### src/rtl/uart_pkg.sv
// Shared types and constants for the MMIO UART transmitter.
package uart_pkg;

    localparam int unsigned UART_DATA_BITS  = 8;
    localparam logic        UART_IDLE_LEVEL = 1'b1;

    typedef enum logic [2:0] {
        IDLE,
        START,
        DATA,
        PARITY,
        STOP
    } tx_state_t;

endpackage

### src/rtl/uart_mmio_tx_if.sv
// Core-side MMIO write and status bundle for the UART transmitter.
interface uart_mmio_tx_if;

    logic        mmio_wea;
    logic [31:0] mmio_dat;
    logic        mmio_ready;
    logic        tx_busy;
    logic        tx_overflow;

    modport master (
        output mmio_wea, mmio_dat,
        input  mmio_ready, tx_busy, tx_overflow
    );

    modport slave (
        input  mmio_wea, mmio_dat,
        output mmio_ready, tx_busy, tx_overflow
    );

endinterface

### src/rtl/uart_tx_fifo.sv
// Synchronous FIFO with extra-MSB pointers; a push to a full FIFO is dropped even with a same-cycle pop.
module uart_tx_fifo #(
    parameter int unsigned DEPTH = 16,
    parameter int unsigned WIDTH = 8
) (
    input  logic             clk,
    input  logic             Rst,
    input  logic             push,
    input  logic [WIDTH-1:0] push_data,
    input  logic             pop,
    output logic [WIDTH-1:0] pop_data,
    output logic             full,
    output logic             empty
);

    localparam int unsigned AW = $clog2(DEPTH);
    localparam int unsigned PW = AW + 1;

    logic [PW-1:0]    wr_q;
    logic [PW-1:0]    rd_q;
    logic [WIDTH-1:0] mem [DEPTH];

    // Same index with differing wrap bits means the writer has lapped the reader.
    assign full     = (wr_q[AW] != rd_q[AW]) && (wr_q[AW-1:0] == rd_q[AW-1:0]);
    assign empty    = (wr_q == rd_q);
    assign pop_data = mem[rd_q[AW-1:0]];

    always_ff @(posedge clk) begin
        if (Rst) begin
            wr_q <= '0;
            rd_q <= '0;
        end else begin
            if (push && !full) wr_q <= wr_q + PW'(1);
            if (pop && !empty) rd_q <= rd_q + PW'(1);
        end
    end

    always_ff @(posedge clk) begin
        if (push && !full) mem[wr_q[AW-1:0]] <= push_data;
    end

endmodule

### src/rtl/uart_mmio_tx.sv
// MMIO-fed UART transmitter: byte FIFO plus baud-timed 8N1 serialiser.
// Define UART_TX_PARITY_EN to insert an even-parity bit (8E1 frames).
module uart_mmio_tx
    import uart_pkg::*;
#(
    parameter int unsigned CLKS_PER_BIT = 434,
    parameter int unsigned FIFO_DEPTH   = 16
) (
    input  logic             clk,
    input  logic             Rst,
    uart_mmio_tx_if.slave    bus,
    output logic             tx
);

    localparam int unsigned CW = $clog2(CLKS_PER_BIT);
    localparam int unsigned BW = $clog2(UART_DATA_BITS);

    tx_state_t                 state_q, state_d;
    logic [CW-1:0]             baud_q, baud_d;
    logic [BW-1:0]             bit_q, bit_d;
    logic [UART_DATA_BITS-1:0] data_q, data_d;
    logic                      tx_q, tx_d;
    logic                      ovf_q;

    logic                      full, empty, pop_c;
    logic [UART_DATA_BITS-1:0] head;
    logic                      baud_done, last_bit;

    wire unused_hi = ^bus.mmio_dat[31:UART_DATA_BITS];

    uart_tx_fifo #(
        .DEPTH (FIFO_DEPTH),
        .WIDTH (UART_DATA_BITS)
    ) u_fifo (
        .clk       (clk),
        .Rst       (Rst),
        .push      (bus.mmio_wea),
        .push_data (bus.mmio_dat[UART_DATA_BITS-1:0]),
        .pop       (pop_c),
        .pop_data  (head),
        .full      (full),
        .empty     (empty)
    );

    assign baud_done = (baud_q == CW'(CLKS_PER_BIT - 1));
    assign last_bit  = (bit_q == BW'(UART_DATA_BITS - 1));

    assign tx              = tx_q;
    assign bus.mmio_ready  = !full;
    assign bus.tx_busy     = (state_q != IDLE) || !empty;
    assign bus.tx_overflow = ovf_q;

    // State register and datapath registers
    always_ff @(posedge clk) begin
        if (Rst) begin
            state_q <= IDLE;
            baud_q  <= '0;
            bit_q   <= '0;
            data_q  <= '0;
            tx_q    <= UART_IDLE_LEVEL;
            ovf_q   <= 1'b0;
        end else begin
            state_q <= state_d;
            baud_q  <= baud_d;
            bit_q   <= bit_d;
            data_q  <= data_d;
            tx_q    <= tx_d;
            if (bus.mmio_wea && full) ovf_q <= 1'b1;
        end
    end

    // Next-state logic
    always_comb begin
        state_d = state_q;
        case (state_q)
            IDLE:   if (!empty) state_d = START;
            START:  if (baud_done) state_d = DATA;
`ifdef UART_TX_PARITY_EN
            DATA:   if (baud_done && last_bit) state_d = PARITY;
`else
            DATA:   if (baud_done && last_bit) state_d = STOP;
`endif
            PARITY: if (baud_done) state_d = STOP;
            STOP:   if (baud_done) state_d = empty ? IDLE : START;
            default: state_d = IDLE;
        endcase
    end

    // Output logic: pop on entry to START, line level follows the next state
    always_comb begin
        pop_c  = (state_d == START) && (state_q != START);
        baud_d = (baud_done || state_q == IDLE) ? '0 : baud_q + CW'(1);
        bit_d  = bit_q;
        data_d = data_q;
        tx_d   = UART_IDLE_LEVEL;
        if (state_q == DATA && baud_done) bit_d = bit_q + BW'(1);
        if (pop_c) data_d = head;
        case (state_d)
            START:   tx_d = 1'b0;
            DATA:    tx_d = data_d[bit_d];
            PARITY:  tx_d = ^data_q;
            default: tx_d = UART_IDLE_LEVEL;
        endcase
    end

endmodule

### src/flat_wrapper.sv
// flat-port wrapper written by rule: the top's interface ports become plain ports
module uart_mmio_tx_flat import uart_pkg::*;
#(
    parameter int unsigned CLKS_PER_BIT = 434,
    parameter int unsigned FIFO_DEPTH   = 16
)
  (clk, Rst, tx, bus_mmio_wea, bus_mmio_dat, bus_mmio_ready, bus_tx_busy, bus_tx_overflow);
  uart_mmio_tx_if bus_i ();
  input  logic clk;
  input  logic Rst;
  output logic tx;
  input wire logic [$bits(bus_i.mmio_wea)-1:0] bus_mmio_wea;
  input wire logic [$bits(bus_i.mmio_dat)-1:0] bus_mmio_dat;
  output wire logic [$bits(bus_i.mmio_ready)-1:0] bus_mmio_ready;
  output wire logic [$bits(bus_i.tx_busy)-1:0] bus_tx_busy;
  output wire logic [$bits(bus_i.tx_overflow)-1:0] bus_tx_overflow;
  assign bus_i.mmio_wea = bus_mmio_wea;
  assign bus_i.mmio_dat = bus_mmio_dat;
  assign bus_mmio_ready = bus_i.mmio_ready;
  assign bus_tx_busy = bus_i.tx_busy;
  assign bus_tx_overflow = bus_i.tx_overflow;
  uart_mmio_tx #(.CLKS_PER_BIT(CLKS_PER_BIT), .FIFO_DEPTH(FIFO_DEPTH)) u_core (.clk(clk), .Rst(Rst), .bus(bus_i), .tx(tx));
endmodule
### config.mk
export PLATFORM = sky130hd
export DESIGN_NAME = uart_mmio_tx_flat
export DESIGN_NICKNAME = d
export VERILOG_FILES = /design/src/rtl/uart_pkg.sv /design/src/rtl/uart_mmio_tx_if.sv /design/src/rtl/uart_tx_fifo.sv /design/src/rtl/uart_mmio_tx.sv /design/src/flat_wrapper.sv
export SDC_FILE = /design/constraint.sdc
export NUM_CORES = 1
export LEC_CHECK = 0
export CAP_MARGIN = 30
export CORE_MARGIN = 5
export CORE_UTILIZATION = 60
export DETAILED_ROUTE_END_ITERATION = 7
export PLACE_DENSITY = 0.84
export SLEW_MARGIN = 20
export SYNTH_ARGS = -nofsm -noshare
export SYNTH_HDL_FRONTEND = slang
export SYNTH_SLANG_ARGS = --single-unit
### constraint.sdc
create_clock -name clk -period 6.1 [get_ports clk]
set_clock_uncertainty 0.05 [all_clocks]
set_input_delay 0.61 -clock clk [delete_from_list [all_inputs] [get_ports clk]]
set_output_delay 0.61 -clock clk [all_outputs]
set_load 0.02 [all_outputs]
Yosys cells after proc, flatten, opt, wreduce, memory -nomap -nowiden
Memories as Yosys holds them, arrays and structs flattened. A register that Yosys moved wholly into a read port is not among the register bits.
Index checks and enable logic that the tools add are counted.

storage, ports and cells
  register bits after elaboration = 35
  memory bits (writable) = 128
  logic and storage cells = 58
  memories kept = 1

memory list
  name               words  bits a word  rd ports  clocked after memory_dff  wr ports  line                source
  u_core.u_fifo.mem  16     8            1         1                         1         uart_tx_fifo.sv:21  logic [WIDTH-1:0] mem [DEPTH];

operators by class
  add/subtract/negate cells = 4
  order comparisons = 1
  eq/ne operators = 13
  mux-type cells = 16
  reductions and logical operators = 15

operators with widths
  cell                                                        count
  2-to-1 mux 3 bit                                            6
  one-hot mux 3 bit (5 select lines)                          1
  == test 3 x 2 -> 1 bit, second input constant               4
  adder 5 x 1 -> 5 bit, second input constant                 2
  adder 9 x 1 -> 9 bit, second input constant                 1
  == test 9 bit, second input constant                        1
  2-to-1 mux 4 bit                                            2
  2-to-1 mux 8 bit                                            1
  XOR reduction 8 bit                                         1
  logical AND 1 bit                                           7
  == test 3 x 1 -> 1 bit, second input constant               2
  == test 3 bit, second input constant                        2
  == test 5 bit                                               1
  == test 4 bit                                               1
  less-than comparator 3 x 4 -> 1 bit, second input constant  1
  2-to-1 mux 1 bit                                            4
  adder 3 x 1 -> 3 bit, second input constant                 1
  binary-select mux 1 bit (select 3 bit)                      1
  logical NOT 3 bit                                           1
  != test 3 x 1 -> 1 bit, second input constant               1
  one-hot mux 1 bit (3 select lines)                          1
  nonzero test 3 bit                                          1
  logical NOT 1 bit                                           2
  logical OR 1 bit                                            2
  other kinds (2)                                             2

Longest topological paths before layout
Gate-level depths: netlist (run 1).

  depth after elaboration = 10
  gate-level depth with buffers = 10
  mapped depth without buffers = 9

Hierarchy
A second synthesis (run 1) with hierarchy kept.

second synthesis, totals
  cell total of the unflattened synthesis = 445
  area, all modules = 7,143.1 um^2

by module, submodules not included
  module        instances  cells an instance  area each (um^2)
  uart_tx_fifo  1          283                5,829.3
  uart_mmio_tx  1          162                1,313.8

Worst setup path after synthesis (run 1)
No wires, ideal clock.

  kind = reg2reg
  from = register u_core.u_fifo.wr_q[3]
  to = memory u_core.u_fifo.mem[3][0], enable pin
  library setup time = 0.289 ns
  arrival = 2.193 ns
  required time = 5.761 ns
  path slack = 3.568 ns
  cell stages (with the launch flop) = 9
  clock period less this slack = 2.532 ns
  cells stage by stage = dfxtp_1 buf_2 xor2_1 nor4_1 nand2_1 and2_1 clkbuf_1 nand2_1 nor3_1

between the ends
  cells in the longest elaborated chain, start to end = 6

RTL lines
  item                                    line                source
  start: declaration                      uart_tx_fifo.sv:19  logic [PW-1:0] wr_q;
  start signal: assignment                uart_tx_fifo.sv:33  if (push && !full) wr_q <= wr_q + PW'(1);
  == test 4 bit                           uart_tx_fifo.sv:24  assign full = (wr_q[AW] != rd_q[AW]) && (wr_q[AW-1:0] == rd_q[AW-1:0]);
  logical AND 1 bit                       uart_tx_fifo.sv:24
  logical NOT 1 bit                       --
  via bus_mmio_ready                      flat_wrapper.sv:14  output wire logic [$bits(bus_i.mmio_ready)-1:0] bus_mmio_ready;
  logical AND 1 bit                       uart_tx_fifo.sv:39  if (push && !full) mem[wr_q[AW-1:0]] <= push_data;
  2-to-1 mux 1 bit                        uart_tx_fifo.sv:39
  2-to-1 mux 1 bit (not written as such)  uart_tx_fifo.sv:39
  end: declaration                        uart_tx_fifo.sv:21

The timed path passes the listed nets, and every way through them passes these cells.

Final worst setup path (run 1)
  from = register u_core.u_fifo.wr_q[2]
  to = output bus_tx_busy

between the ends
  cells in the longest elaborated chain, start to end = 3

RTL lines
  item               line                source
  == test 5 bit      uart_tx_fifo.sv:25  assign empty = (wr_q == rd_q);
  logical NOT 1 bit  uart_mmio_tx.sv:50  assign bus.tx_busy = (state_q != IDLE) || !empty;
  logical OR 1 bit   uart_mmio_tx.sv:50
  end: declaration   flat_wrapper.sv:15  output wire logic [$bits(bus_i.tx_busy)-1:0] bus_tx_busy;

No other way between the ends.

==> results of run 1 <==
worst paths after layout:
kind / from / endpoint / slack (ps)
max: u_core.u_fifo.wr_q[2]$_SDFFE_PP0P_ / bus_tx_busy / 2800
min: u_core.baud_q[0]$_SDFF_PP0_ / u_core.baud_q[0]$_SDFF_PP0_ / 420
max reg2reg: u_core.u_fifo.wr_q[2]$_SDFFE_PP0P_ / u_core.u_fifo.mem[7][5]$_DFFE_PP_ / 3250
min reg2reg: u_core.baud_q[0]$_SDFF_PP0_ / u_core.baud_q[0]$_SDFF_PP0_ / 420
flip-flops by register name, summed over array words and instances, names as in the netlist, named ones only:
register                count
u_core.u_fifo.wr_q          5
u_core.bus.tx_overflow      1
u_core.data_q               8
u_core.u_fifo.rd_q          5
u_core.tx                   1
u_core.state_q              3
u_core.baud_q               9
u_core.u_fifo.mem         128
u_core.bit_q                3
cell usage in the layout (no fill, tap or decap), types with 12 or more instances in the layout:
| cell | Yosys | layout |
|---|---|---|
| sky130_fd_sc_hd__clkdlybuf4s50_1 | 0 | 14 |
| sky130_fd_sc_hd__dfxtp_1 | 39 | 38 |
| sky130_fd_sc_hd__mux2i_1 | 16 | 16 |
| sky130_fd_sc_hd__xor2_1 | 14 | 14 |
| sky130_fd_sc_hd__mux4_2 | 31 | 31 |
| sky130_fd_sc_hd__edfxtp_1 | 128 | 128 |
| sky130_fd_sc_hd__a21oi_1 | 12 | 12 |
| sky130_fd_sc_hd__xnor2_1 | 13 | 13 |
| sky130_fd_sc_hd__nor2_1 | 55 | 55 |
| sky130_fd_sc_hd__clkbuf_16 | 0 | 17 |
| sky130_fd_sc_hd__nand2_1 | 16 | 16 |
worst register-to-register path, stage by stage, from the launching register on:
cell and delay [ps]:
sky130_fd_sc_hd__dfxtp_1 600, sky130_fd_sc_hd__xor2_1 200, sky130_fd_sc_hd__nor4_1 120, sky130_fd_sc_hd__clkbuf_1 150, sky130_fd_sc_hd__nand2_1 100, sky130_fd_sc_hd__and2_1 330
sky130_fd_sc_hd__nand2_1 240, sky130_fd_sc_hd__nor2_1 700
final cells by class:
class | count | area, um^2 | share of cell area
sequential | 167 | 4626 | 0.5991
multi-input combinational | 240 | 2054 | 0.2661
clock buffer | 17 | 425.4 | 0.05510
clock inverter | 15 | 210.2 | 0.02722
timing repair buffer | 23 | 207.7 | 0.02690
tap | 140 | 175.2 | 0.02269
inverter | 6 | 22.52 | 0.002917
layer usage:
layer / GRT usage / vias up / wire length (um)
met2: 0.3471 / 125 / 6631
li1: - / 1704 / -
met1: 0.2707 / 1871 / 5332
met3: 0.05130 / 10 / 662
met4: 0.07193 / 0 / 136
met5: 0 / - / 0
logic make-up (layout without fill, tap and decap cells):
family,Yosys count,in the layout,share of synthesized area
AO/OA/AOI/OAI,40,40,0.03941
XOR/XNOR,28,28,0.03720
adder cells (fa/ha/maj),9,9,0.01657
buffers and inverters,27,61,0.01694
flip-flops,167,167,0.6807
multiplexers,49,49,0.1313
AND/OR/NAND/NOR,114,114,0.07790
power groups by stage:
stage,logic [mW],registers [mW],clock network (mW)
2_1_floorplan,0.370,1.33,0
3_3_place_gp,0.473,1.34,0
3_5_place_dp,0.484,1.35,0
4_1_cts,0.489,1.32,1.16
5_1_grt,0.540,1.33,1.21
6_report,0.486,1.32,1.14
stage by stage:
stage | cell area, um^2 | utilization | total power, mW | hold WS [ps]
2_1_floorplan | 6794 | - | 1.702 | 379.5
3_3_place_gp | 7071 | 0.6438 | 1.817 | 391.4
3_5_place_dp | 7071 | 0.6438 | 1.833 | 401.7
4_1_cts | 7706 | 0.7016 | 2.974 | 416.8
5_1_grt | 7721 | 0.7030 | 3.085 | 428.8
6_report | 7721 | 0.7030 | 2.952 | 415.8
==> out/summary.md, run 1 <==
The flow ran to the end, and the final reports show no timing, DRC or antenna violations. Once detailed placement completed, the half-perimeter wirelength came to 8.116 mm. The part of the power in the clock network is 0.387, and the area overhead of the layout relative to synthesis is 13.65%. For this design the ratio of total power to cell area is 382.3 nW/um^2. The share of flip-flops with an asynchronous set or reset after synthesis is 0.

The worst path in the final design needs a cycle of 3304 ps, including I/O delays and setup. In this run, post-CTS repair resized a total of 0 instances. In this run the power spent charging and discharging nets is 0.7482 mW. The count of cells along the worst hold path was 1.

The worst-case IR drop observed on VDD is 0.0003067 V. Entering global routing, the biggest net connects 34 pins. Counting tap cells, the placed design contains a total of 574 instances. The relative slew slack is 0.4377, and the initial antenna violation count is 0. The final worst setup slack came out at 2796 ps. Setup violations remaining at the end of the flow were counted as 0.

The most used flip-flop cell after synthesis is sky130_fd_sc_hd__edfxtp_1. The post-synthesis cell count is 434. Sequential-to-total area share from yosys stat: 0.6807. By instance count, the leading cell after synthesis is sky130_fd_sc_hd__edfxtp_1. The highest fanout seen on the critical path is 11, and the final worst-path cycle share is 0.5416. The biggest area contributor in the post-synthesis netlist is sky130_fd_sc_hd__edfxtp_1. For the worst setup path, the data required time is 5440 ps.

Walking the worst path, the cells encountered are xor2_1, nor4_1, clkbuf_1, nand3_1, clkdlybuf4s50_1. Buffers inserted to repair hold after CTS numbered 0. Dividing the synthesized area by the synthesized cell count gives 15.65 um^2.

For the pin with the worst max-slew slack, the measured transition is 840.4 ps. Later-pin clock latency in the skew report: 420 ps. The number of cells in the finished layout apart from fillers was 608; the number of routed nets with antenna violations was 0. Setup repair after global routing left no endpoint under its margin. In this run the number of H-tree levels came out at 4.

For this run, the slowest stage of the critical path takes 600 ps. For the count of final hold-check violations, the log shows 0. Port buffering added 14 buffers.

Max-cap violations in this run came to 0. For this run, the top clock speed supported by timing is 302.7 MHz. The fraction of final layout cells sized beyond drive strength 1 is 0.1645. The clock root buffer master was sky130_fd_sc_hd__clkbuf_16. The internal power of the cells was 2.204 mW.

Summed over all failing endpoints, the final setup total negative slack is 0 ps. Counting the fill cells in the layout gives 699. The area of the die is 13550 um^2. Switching share of total power: 0.2535.

By count the netlist is led by sky130_fd_sc_hd__edfxtp_1, sky130_fd_sc_hd__nor2_1, sky130_fd_sc_hd__dfxtp_1, sky130_fd_sc_hd__mux4_2. The fraction of power consumed by combinational cells came out at 0.165. The tools report the total global-route track usage as 0.2086.

Summed over all cells, the static leakage comes to 2.533 nW. The logs give 4 for the number of search-and-repair iterations in the first detailed-routing pass and 0.7972 for the placer congestion estimate. The critical path crosses 5 cells after its start point.

The wire length of the first global-routing pass is 20.24 mm. Once the clock tree was built, the setup fixing pass inserted 0 buffers. The floorplan die height was 116.4 um. CTS buffer count: 17. The worst-path cell with the longest stage delay is sky130_fd_sc_hd__dfxtp_1. Worst path arrival time: 2640 ps. STA classifies the critical path endpoint as an output port. Synthesis produced a netlist with a net count of 478.

The top-area cell type share of the netlist area is 0.5657, and the standard cell core area is 10980 um^2. Prior to clock tree synthesis, the placed netlist has a worst setup slack of 3193 ps. The tools report the type of element launching the critical path as a flip-flop. The worst hold path belongs to the class reg2reg.

Count of synthesis-stage warnings from yosys: 0. The aggregate global routing overflow came out at 0. In this run, the number of DRC markers left after iteration 0 of detailed routing was 291. The max-slew violation count is 0, and the count of unresolved DRC violations after routing is 0.

The via count of the first global-routing pass is 3689. Counting distinct cell types in the post-synthesis netlist gives 46. Across all layers, the routed design uses 3710 vias.

At the end of the flow, the number of nets in the layout was 499. The count of boundary I/O pins was 39; the combined area of all synthesized cells was 6794 um^2. By area the synthesized netlist is led by sky130_fd_sc_hd__edfxtp_1, sky130_fd_sc_hd__dfxtp_1, sky130_fd_sc_hd__mux4_2, sky130_fd_sc_hd__nor2_1, sky130_fd_sc_hd__mux2i_1.

The die is 116.4 um wide. The number of vias per cell after detailed routing is 6.102, and the clock net sink count is 167. The kind of cell adding the most delay to the critical path is buffers and inverters. The tools report the starting utilization of the core area as 0.6186. Start-to-end type of the worst setup path: reg2out.

TritonCTS built the clock tree. Measured in cells, the most critical reg-to-reg path has a length of 7. The synthesized design contains 128 enable-type register cells. The number of flip-flops and latches in the synthesized netlist is 167, and the post-detailed-route wirelength per cell is 20.99 um.

Worst path buffer plus inverter count: 2. The repair_antennas step left the layout with diodes totalling 0. The portion of total power attributed to sequential cells came out at 0.448. The clock slew at the register clock pins of the worst setup and hold paths is 60 ps, and the deepest clock path buffer count is 2.

The routed design has 12.76 mm of wire. In this run the core area contains 38 standard-cell rows.
No activity file was read; power rests on OpenSTA's default activity.
==> inputs of run 2 (changes only) <==
Settings changed: CORE_UTILIZATION 60 to 53, PLACE_DENSITY 0.84 to 0.79.
Clock period 6.1 ns to 2.9 ns, I/O delays scaled along.
==> run 2 against run 1 <==
  * Flip-flop and latch count stayed put
  * Via count rose by 0.16%
  * Setup slack lost 2500 ps
  * Utilization is 8.2 points lower
  * Non-clock buffer count rose by 14
  * Total power increased by 110%
  * Critical path type is now reg2reg
  * Critical endpoint is now u_core.tx$_SDFF_PP1_
  * Highest routed layer unchanged
==> out/summary.md, run 2 (synthesis gave the netlist of run 1 again) <==
Leaving out fill and tap cells, the most frequent cells in the layout are sky130_fd_sc_hd__edfxtp_1, sky130_fd_sc_hd__nor2_1, sky130_fd_sc_hd__dfxtp_1, sky130_fd_sc_hd__mux4_2, sky130_fd_sc_hd__buf_4. The post-CTS setup repair buffer count is 0 (unchanged). The fraction of final layout cells sized beyond drive strength 1 came out at 0.1833 (+0.01880).

The placer congestion estimate was 0.7602 (-4.6%). The run gives 0.370 (-0.017) as the part of the power in the clock network. The run gives 0.175 (+0.010) as the fraction of power consumed by combinational cells.

Depth of the critical timing path with buffers and inverters included: 7 (+2). The total net switching power is 1.555 mW (+110%). Largest vdd supply drop: 0.0006081 V (+98%).

The count of unresolved DRC violations after routing is 0 (unchanged). Worst path buffer plus inverter count: 0 (-2). Total length of routed wires: 13.32 mm (+4.4%). Type of element launching the critical path: a flip-flop. By startpoint and endpoint, the worst setup path is classified as reg2reg.

In this design, the critical path's most frequently occurring cell is sky130_fd_sc_hd__a211oi_1. STA classifies the critical path endpoint as a flip-flop. For the count of final hold-check violations, the log shows 0 (unchanged). The run finished with clean final reports. The worst path arrival time is 2910 ps (+270 ps), and the floorplan die height is 123.2 um (+5.9%). For the maximum number of pins on one net before global-route repair, the log shows 34 (unchanged). Setup repair after global routing left no endpoint under its margin. The setup violation total in the final timing report came out at 0 (unchanged). The internal power of the cells is 4.548 mW (+110%).

The tools report the via count of the first global-routing pass as 3899 (+5.7%). The logic depth of the worst register-to-register path works out to 7 (unchanged). The signal on the critical path passes through nor4b_1, a21boi_0, a2111o_1, a211oi_1, a211oi_1, a211o_1, a41oi_2. The deepest clock path buffer count was 2 (unchanged).

The power density over cell area was 778.6 nW/um^2 (+100%). Type of the most critical hold path: reg2reg. The total inserted antenna cells was 0 (unchanged); the final-layout setup total negative slack was 0 ps (unchanged).

The transition at the pin with the smallest max-transition slack is 732.7 ps (-107.6 ps). In this run the clock root is driven by a sky130_fd_sc_hd__clkbuf_16. Number of vias per cell after detailed routing: 5.699 (-6.6%). The tools report the start of the worst register-to-register path as u_core.baud_q[3]$_SDFF_PP0_. Area overhead of the layout relative to synthesis: 15.38%. The placement row count is 41 (+7.9%).

The run gives 0.5100 (+0.07229) as the relative slew slack. The number of routed nets with antenna violations is 0 (unchanged), and the switching share of total power is 0.2548 (+0.001318). The CTS buffer count was 17 (unchanged). The wire length of the first global-routing pass came out at 21.55 mm (+6.5%). The number of flip-flops under the largest register name was 128 (unchanged). The later-pin clock latency in the skew report was 430 ps (about the same); the worst stage delay on the critical path was 570 ps (-30 ps). The worst endpoint required time was 3210 ps (-2230 ps); the starting utilization of the core area was 0.5384 (-0.08022). The run gives 3716 (+0.16%) as the via total after detailed routing.

Clock slew at the register clock pins of the worst setup and hold paths: 60 ps (about the same). The max-slew violation count was 0 (unchanged). Standard cell core area: 12620 um^2 (+15%). The maximum clock frequency is 383.8 MHz. The worst register-to-register path ends at u_core.tx$_SDFF_PP1_. TritonCTS built the clock tree. The tools report the post-cts repair resize count as 0 (unchanged). The cell family contributing the most delay on the critical path is compound AO/OA/AOI/OAI gates. For the portion of total power attributed to sequential cells, the log shows 0.455 (+0.007).

For the number of search-and-repair iterations in the first detailed-routing pass, the log shows 5 (+1). The timing startpoint of the critical path was u_core.baud_q[3]$_SDFF_PP0_. For the aggregate global routing overflow, the log shows 0 (unchanged). The total of hold buffers inserted after clock tree synthesis was 0 (unchanged); the count of boundary I/O pins was 39 (unchanged). Clock net sink count: 167 (unchanged). The worst-path cell with the longest stage delay was sky130_fd_sc_hd__a2111o_1. The post-detailed-route wirelength per cell is 20.43 um (-2.7%), and the final period demand of the worst path is 2606 ps. The logs give 290 ps (-2960 ps) for the register-to-register setup slack and 513 (+2.8%) for the number of nets at the end of the flow. The initial antenna violation count is 0 (unchanged), and the maximum level of the CTS H-tree is 4 (unchanged). Final worst-path cycle share: 0.8985. Leading cell type in the layout, fill and taps excluded: sky130_fd_sc_hd__edfxtp_1. The most critical setup path has its endpoint at u_core.tx$_SDFF_PP1_. The tools report the worst-case hold slack as 416.6 ps (+0.8500 ps).

The post-detailed-placement half-perimeter wirelength is 8.468 mm (+4.3%). The reported max-cap violation count was 0 (unchanged); the highest fanout seen on the critical path was 7 (-4). The count of port buffers added during placement is 14 (unchanged), and the first-iteration detailed-routing DRC count is 388 (+33%). The static leakage power was 2.586 nW (+2.1%). The width of the die is 123.2 um (+5.9%).

The logs give 0.1964 (-0.01219) for the total global-route track usage and 15180 um^2 (+12%) for the area of the die.
run 2: cell types whose count changed in the layout (fill, tap and decap cells not counted), sizes merged:
| cell | delta |
|---|---|
| clkinv | +1 |
| buf | +15 |
| clkinvlp | +1 |
| bufinv | -1 |
| clkbuf | +1 |
| inv | -5 |
run 2: per-stage QoR:
stage	total power, mW	cells	setup slack, ps	instance area, um^2	utilization
after detailed placement	3.893	622	312.2	7256	0.5750
after floorplan	3.581	434	368.0	6794	-
after CTS	6.142	652	274.8	7839	0.6212
after global routing	6.365	652	50.48	7839	0.6212
final	6.103	652	294.4	7839	0.6212
after global placement	3.863	622	367.0	7256	0.5750
run 2: power groups by stage:
| stage | clock (mW) | sequential, mW | combinational (mW) |
|---|---|---|---|
| 2_1_floorplan | 0 | 2.80 | 0.779 |
| 3_3_place_gp | 0 | 2.82 | 1.05 |
| 3_5_place_dp | 0 | 2.83 | 1.07 |
| 4_1_cts | 2.28 | 2.78 | 1.08 |
| 5_1_grt | 2.40 | 2.79 | 1.17 |
| 6_report | 2.26 | 2.78 | 1.07 |
run 2: routing by layer:
layer	global-route usage	vias up	part of all wire
met5	0	-	0
met2	0.3133	94	0.50
met4	0.08235	0	0.022
met3	0.05215	19	0.045
li1	-	1719	-
met1	0.2571	1884	0.43
run 2: how the worst min path moves through the flow:
stage / cells after the start / startpoint / end
floorplan: 0 / bus_mmio_dat[0] / u_core.u_fifo.mem[0][0]$_DFFE_PP_
global placement: 1 / u_core.baud_q[0]$_SDFF_PP0_ / u_core.baud_q[0]$_SDFF_PP0_
detailed placement: 1 / u_core.baud_q[0]$_SDFF_PP0_ / u_core.baud_q[0]$_SDFF_PP0_
CTS: 1 / u_core.baud_q[0]$_SDFF_PP0_ / u_core.baud_q[0]$_SDFF_PP0_
global route: 1 / u_core.baud_q[0]$_SDFF_PP0_ / u_core.baud_q[0]$_SDFF_PP0_
finish: 1 / u_core.baud_q[0]$_SDFF_PP0_ / u_core.baud_q[0]$_SDFF_PP0_
run 2: cell type report:
type                    instances  area (um^2)
repair buffers                 37        337.8
well taps                     172        215.2
multi-input cells             240         2054
clock buffers                  19        432.9
inverters                       6        22.52
flip-flops and latches        167         4626
fillers                       904         4781
clock inverters                11        150.1
==> inputs of run 3 (changes only) <==
Settings changed: CAP_MARGIN 30 to 40.
==> results of run 3 <==
Final layout, timing and power as in run 2 (identical DEF).
